--- config.mk ---
export PLATFORM = sky130hd
export DESIGN_NAME = shift_accumulator_flat
export DESIGN_NICKNAME = d
export VERILOG_FILES = /design/src/rtl/shift_accumulator_if.sv /design/src/rtl/shift_accumulator.sv /design/src/flat_wrapper.sv
export SDC_FILE = /design/constraint.sdc
export NUM_CORES = 1
export LEC_CHECK = 0
export CAP_MARGIN = 5
export CORE_ASPECT_RATIO = 1.4
export CORE_UTILIZATION = 55
export DETAILED_ROUTE_END_ITERATION = 7
export GPL_TIMING_DRIVEN = 1
export HOLD_SLACK_MARGIN = 0.03
export PLACE_DENSITY = 0.77
export SLEW_MARGIN = 20
export SYNTH_ARGS = -nofsm -noshare
export SYNTH_HDL_FRONTEND = slang
export SYNTH_SLANG_ARGS = --single-unit
--- constraint.sdc ---
create_clock -name clk -period 6.55 [get_ports clk]
set_input_delay 1.965 -clock clk [delete_from_list [all_inputs] [get_ports clk]]
set_output_delay 1.965 -clock clk [all_outputs]
set_load 0.01 [all_outputs]
--- src/rtl/shift_accumulator_if.sv ---
// Beat/result bus between the adder-tree stage, shift_accumulator and its consumer.
// Carries the input beat handshake (in_*) and the result handshake (out_*).
// master: upstream/downstream side; slave: the accumulator itself.
interface shift_accumulator_if #(
  parameter int IN_W  = 8,
  parameter int ACC_W = 24,
  parameter int SH_W  = 4
);
  logic                    in_valid;
  logic                    in_ready;
  logic signed [IN_W-1:0]  in_psum;
  logic [SH_W-1:0]         in_shift;
  logic                    in_neg;
  logic                    in_last;
  logic                    out_valid;
  logic                    out_ready;
  logic signed [ACC_W-1:0] out_acc;
  logic                    out_ovf;

  modport master (
    output in_valid, in_psum, in_shift, in_neg, in_last, out_ready,
    input  in_ready, out_valid, out_acc, out_ovf
  );

  modport slave (
    input  in_valid, in_psum, in_shift, in_neg, in_last, out_ready,
    output in_ready, out_valid, out_acc, out_ovf
  );
endinterface

--- src/rtl/shift_accumulator.sv ---
// Shift-aligns signed partial sums per beat and accumulates them over a group.
// Latency: last beat accepted at edge N -> out_valid/out_acc/out_ovf registered from edge N.
// Backpressure: while a result is held and out_ready is low, in_ready is low.
// Ports: clk, rst (async, active-high); bus (slave modport): in_valid/in_ready/in_psum/
//   in_shift/in_neg/in_last beat side, out_valid/out_ready/out_acc/out_ovf result side.
// Option: define SHIFT_ACC_SATURATE_EN to clamp the accumulator on signed overflow.
module shift_accumulator #(
  parameter int IN_W  = 8,
  parameter int ACC_W = 24,
  parameter int SH_W  = 4
) (
  input  logic               clk,
  input  logic               rst,
  shift_accumulator_if.slave bus
);

  typedef enum logic {ACCUM, HOLD} state_t;

  state_t                  state, state_nxt;
  logic signed [ACC_W-1:0] acc, acc_d;
  logic                    ovf, ovf_d;
  logic signed [ACC_W-1:0] out_acc_q;
  logic                    out_ovf_q;
  logic                    load_out;

  logic signed [ACC_W-1:0] psum_ext;
  logic signed [ACC_W-1:0] term_sh;
  logic signed [ACC_W-1:0] term;
  logic signed [ACC_W-1:0] sum;
  logic                    add_ovf;
  logic signed [ACC_W-1:0] acc_next;
  logic                    ovf_next;
  logic                    beat;

  // in_ready depends only on state and out_ready: a held result blocks new beats
  // unless it is being consumed this same cycle.
  assign bus.in_ready = (state == ACCUM) || bus.out_ready;
  assign beat         = bus.in_valid && bus.in_ready;

  // Bits shifted past ACC_W are simply lost; only a sign flip in the add is flagged.
  assign psum_ext = {{(ACC_W-IN_W){bus.in_psum[IN_W-1]}}, bus.in_psum};
  assign term_sh  = psum_ext << bus.in_shift;
  assign term     = bus.in_neg ? -term_sh : term_sh;
  assign sum      = acc + term;
  assign add_ovf  = (acc[ACC_W-1] == term[ACC_W-1]) && (sum[ACC_W-1] != acc[ACC_W-1]);
  assign ovf_next = ovf || add_ovf;

`ifdef SHIFT_ACC_SATURATE_EN
  localparam logic signed [ACC_W-1:0] ACC_MAX = {1'b0, {(ACC_W-1){1'b1}}};
  localparam logic signed [ACC_W-1:0] ACC_MIN = {1'b1, {(ACC_W-1){1'b0}}};
  // On overflow both operands share a sign, which is the sign of the true sum.
  assign acc_next = add_ovf ? (acc[ACC_W-1] ? ACC_MIN : ACC_MAX) : sum;
`else
  assign acc_next = sum;
`endif

  // acc/ovf are zeroed when a group closes, so the next beat always starts a
  // fresh group from 0 without a separate first-beat flag.
  always_comb begin
    state_nxt = state;
    acc_d     = acc;
    ovf_d     = ovf;
    load_out  = 1'b0;
    unique case (state)
      ACCUM: begin
        if (beat) begin
          if (bus.in_last) begin
            load_out  = 1'b1;
            acc_d     = '0;
            ovf_d     = 1'b0;
            state_nxt = HOLD;
          end else begin
            acc_d = acc_next;
            ovf_d = ovf_next;
          end
        end
      end
      HOLD: begin
        if (bus.out_ready) begin
          state_nxt = ACCUM;
          if (beat) begin
            if (bus.in_last) begin
              load_out  = 1'b1;
              acc_d     = '0;
              ovf_d     = 1'b0;
              state_nxt = HOLD;
            end else begin
              acc_d = acc_next;
              ovf_d = ovf_next;
            end
          end
        end
      end
      default: state_nxt = ACCUM;
    endcase
  end

  always_ff @(posedge clk or posedge rst) begin
    if (rst) begin
      state     <= ACCUM;
      acc       <= '0;
      ovf       <= 1'b0;
      out_acc_q <= '0;
      out_ovf_q <= 1'b0;
    end else begin
      state <= state_nxt;
      acc   <= acc_d;
      ovf   <= ovf_d;
      if (load_out) begin
        out_acc_q <= acc_next;
        out_ovf_q <= ovf_next;
      end
    end
  end

  assign bus.out_valid = (state == HOLD);
  assign bus.out_acc   = out_acc_q;
  assign bus.out_ovf   = out_ovf_q;

endmodule

--- src/flat_wrapper.sv ---
// flat-port wrapper written by rule: the top's interface ports become plain ports
module shift_accumulator_flat 
#(
  parameter int IN_W  = 8,
  parameter int ACC_W = 24,
  parameter int SH_W  = 4
)
  (clk, rst, bus_in_valid, bus_in_psum, bus_in_shift, bus_in_neg, bus_in_last, bus_out_ready, bus_in_ready, bus_out_valid, bus_out_acc, bus_out_ovf);
  shift_accumulator_if #(.IN_W(IN_W), .ACC_W(ACC_W), .SH_W(SH_W)) bus_i ();
  input  logic clk;
  input  logic rst;
  input wire logic [$bits(bus_i.in_valid)-1:0] bus_in_valid;
  input wire logic [$bits(bus_i.in_psum)-1:0] bus_in_psum;
  input wire logic [$bits(bus_i.in_shift)-1:0] bus_in_shift;
  input wire logic [$bits(bus_i.in_neg)-1:0] bus_in_neg;
  input wire logic [$bits(bus_i.in_last)-1:0] bus_in_last;
  input wire logic [$bits(bus_i.out_ready)-1:0] bus_out_ready;
  output wire logic [$bits(bus_i.in_ready)-1:0] bus_in_ready;
  output wire logic [$bits(bus_i.out_valid)-1:0] bus_out_valid;
  output wire logic [$bits(bus_i.out_acc)-1:0] bus_out_acc;
  output wire logic [$bits(bus_i.out_ovf)-1:0] bus_out_ovf;
  assign bus_i.in_valid = bus_in_valid;
  assign bus_i.in_psum = bus_in_psum;
  assign bus_i.in_shift = bus_in_shift;
  assign bus_i.in_neg = bus_in_neg;
  assign bus_i.in_last = bus_in_last;
  assign bus_i.out_ready = bus_out_ready;
  assign bus_in_ready = bus_i.in_ready;
  assign bus_out_valid = bus_i.out_valid;
  assign bus_out_acc = bus_i.out_acc;
  assign bus_out_ovf = bus_i.out_ovf;
  shift_accumulator #(.IN_W(IN_W), .ACC_W(ACC_W), .SH_W(SH_W)) u_core (.clk(clk), .rst(rst), .bus(bus_i));
endmodule
==> summary.txt <==
==========================================================================================
Cell type contributing the most total cell area after synthesis                    dfrtp_1
Initial antenna violation count                                                          0
Share of the clock period used by the worst path                                     95.1%
Most common flop cell mapped by yosys                                              dfrtp_1
Synthesized cell area                                                             4390 µm²
Area growth from synthesis to final layout                                           31.5%
Final max-slew violation count                                                           0
Setup repair after global routing missed its margin                                     no
Number of optimization iterations in the first detailed-route pass                       4
Starting Density                                                                     56.6%
Worst min-delay path class                                                    register to register
DRC violation count after routing                                                        0
Number of placed instances with taps included                                          708
Number of H-tree levels                                                                  2
Total clock buffers created by CTS                                                       5
Number of flip-flops and latches in the synthesized netlist                             51
Fraction of final layout cells with drive strength greater than 1                    25.2%
Worst slew margin relative to its limit                                              40.8%
Clock edge transition at the registers on the reported setup and hold paths         100 ps
Post-CTS setup buffer count                                                              0
Critical R2R Capture                                                          u_core.bus.out_acc[23]
Run status                                                                    finished, final reports clean
Power per standard cell area                                                    331 nW/µm²
Critical path data arrival time                                                    6440 ps
Port-buffer cells                                                                       44
Crit path required time                                                            6760 ps
Finished Layout Cells                                                                  716
Syn nets                                                                               530
Maximum number of buffers from clock root to sink                                        2
Antenna diode count                                                                      0
Syn. warnings                                                                            0
Crit. End Element                                                                 register
Startpoint of the most critical register-to-register path                     u_core.acc[7]
Distinct cell type count of the synthesized netlist                                     63
Number of global-route vias before repair                                             4335
Weighted congestion reported at the end of routability-driven placement              0.934
Clock latency of the later-clocked register in the worst-skew pair                  310 ps
Wire length reported by the detailed router                                       12300 µm
Final-report setup violation count                                                       0
Final Total Pwr                                                                    1.91 mW
Critical path type                                                            input port to register
Highest attainable clock frequency                                                 161 MHz
Dpl ws                                                                             -219 ps
Total grt overflow                                                                       0
I/O pin count                                                                           45
Critical Path Fanout Max                                                                 5
Average footprint of a synthesized cell                                           9.04 µm²
Quantity of gates resized following cts                                                  0
Largest cells by area after synthesis                                         dfrtp_1 (29%), ha_1 (7.4%), mux2_2 (5.9%)
Sequential group share of total power                                                27.1%
Setup slack on the worst flop-to-flop path                                         3580 ps
Number of flops mapped to enable cells by yosys                                          0
Post-synthesis cell count                                                              485
First-pass GRT wire length                                                        20300 µm
Static leakage power                                                               2.70 nW
Via density per instance                                                              5.90
Count of routing violations after the opening detailed-route iteration                 139
Wirelength per Cell                                                                17.2 µm
Psw                                                                               0.733 mW
Final Hold Fails                                                                         0
Async SR Flop Fraction                                                                100%
Critical Path Source Type                                                       input port
Cell at the root of the clock tree                                                clkbuf_8
Internal                                                                           1.18 mW
Clock Skews                                                                        9.44 ps
Total track usage                                                                    31.1%
Capturing element of the worst setup path                                     u_core.bus.out_acc[23]
Number of fillers in the final layout                                                  608
Die height                                                                          108 µm
R2R depth                                                                               11
CTS tree                                                                              done
Worst-case setup margin in the final layout                                         323 ps
Final Critical Period                                                              6230 ps
Remaining antenna violation count                                                        0
Setup tns final                                                                       0 ps
CTS sink cnt                                                                            51
Core area                                                                         7750 µm²
Source of the critical timing path                                            bus_in_psum[2]
Worst hold margin                                                                   492 ps
Total of max-cap violations                                                              0
# hold bufs at CTS                                                                       0
Half-perimeter wire length after detailed placement                                9550 µm
Synth top area share                                                                 29.1%
Combinational Power Share                                                            60.7%
Count of nets after finishing                                                          660
Row cnt                                                                                 38
Via count                                                                             4224
Reg area                                                                          1280 µm²
Area of the multi-input gates                                                     2940 µm²
Die Area                                                                          8340 µm²
Sequential-to-total area share from yosys stat                                       29.1%
Peak ir drop on the vdd network                                                     271 µV
Sw frac                                                                              38.4%
Proportion of power drawn by the clock network                                       12.2%
Horizontal extent of the die                                                       77.5 µm
Slew @ Worst Pin                                                                    886 ps
Pin count of the biggest net entering global routing                                    52
==========================================================================================
-- per-layer routing --
metal	global-route usage [%]	up-vias	share of wire [%]	wire (µm)
li1	-	2049	-	-
met1	35.6	2001	41	5000
met2	55.2	126	50	6200
met3	3.98	48	4.1	501
met4	18.1	0	4.8	596
met5	0	-	0	0
-- cells in the final DEF, fill, tap and decap left out, drive strengths merged, types with 20 or more instances in the layout --
cell type / n
buf: 103
o21ai: 32
a21oi: 34
clkdlybuf4s50: 42
ha: 26
nor2: 26
dfrtp: 51
nand2: 43
a22o: 20
xnor2: 26
mux2: 23
-- power groups by stage --
stage	clock network, mW	logic, mW	registers [mW]
6_report	0.233	1.16	0.516
5_1_grt	0.248	1.27	0.530
4_1_cts	0.236	1.15	0.515
3_5_place_dp	0	1.14	0.520
3_3_place_gp	0	1.12	0.513
2_1_floorplan	0	0.644	0.539
-- registers in the layout (all words and copies together) (netlist names) --
signal                count
u_core.acc               24
u_core.bus.out_acc       24
u_core.bus.out_ovf        1
u_core.bus.out_valid      1
u_core.ovf                1
-- worst max-delay path, stage by stage --
cell	delay (ps)
clkdlybuf4s50_1	540
mux4_2	570
or3_1	330
o2111ai_1	150
nor3b_2	280
nand3_1	120
or2_1	250
nand2b_4	140
buf_4	140
o31ai_1	260
xor2_1	170
ha_1	360
nand2_1	120
nor3_1	130
o21ai_0	140
a21oi_2	220
xor2_2	190
xnor2_1	90
mux2_2	260
-- cell usage after synthesis, drive strengths merged, types with 3 or more instances --
master / n
clkbuf: 16
xor2: 15
a31oi: 5
mux2: 23
o41ai: 4
dfrtp: 51
or3: 6
inv: 20
and3: 4
xnor2: 26
nor2: 26
a22o: 20
mux4: 6
a21oi: 34
o21ai: 32
nor3: 8
nand2: 43
a2111oi: 4
o21a: 4
o21bai: 7
and2: 4
buf: 8
o31ai: 6
nand2b: 11
nand3: 9
a31o: 3
or2: 5
mux2i: 10
a21o: 6
ha: 26
a211oi: 4
nor2b: 7
-- how the worst min path moves through the flow --
stage	slack, ps	end	startpoint	depth (start not counted)
finish	490	u_core.bus.out_acc[2]	u_core.bus.out_acc[2]	2
global route	530	u_core.bus.out_acc[4]	u_core.bus.out_acc[4]	1
CTS	500	u_core.bus.out_acc[2]	u_core.bus.out_acc[2]	2
detailed placement	470	u_core.bus.out_acc[2]	u_core.bus.out_acc[2]	2
global placement	470	u_core.acc[2]	u_core.acc[2]	2
floorplan	460	u_core.acc[21]	u_core.acc[21]	2
-- cell families (layout without fill, tap and decap cells) --
family | Yosys count | in the layout | synth area share (%)
compound gates | 151 | 151 | 23.6
flops | 51 | 51 | 29.1
mux | 39 | 39 | 11.6
simple gates | 132 | 132 | 15.2
xor+xnor | 41 | 41 | 8.36
buf+inv | 44 | 175 | 4.25
fa+ha+maj | 27 | 27 | 7.87
-- area by class of cell --
cell class	count	area share (%)
clock buffers	6	1.43
clock inverters	2	0.608
inverters	20	1.32
multi-input cells	390	50.9
flip-flops and latches	51	22.1
well taps	100	2.17
repair buffers	147	21.4
-- through the flow --
step / cell area (µm²) / util, %
after floorplan: 4390 / -
after global placement: 5630 / 72.6
after detailed placement: 5630 / 72.6
after CTS: 5740 / 74.1
after global routing: 5770 / 74.4
final: 5770 / 74.4
No activity file was read; power rests on OpenSTA's default activity.
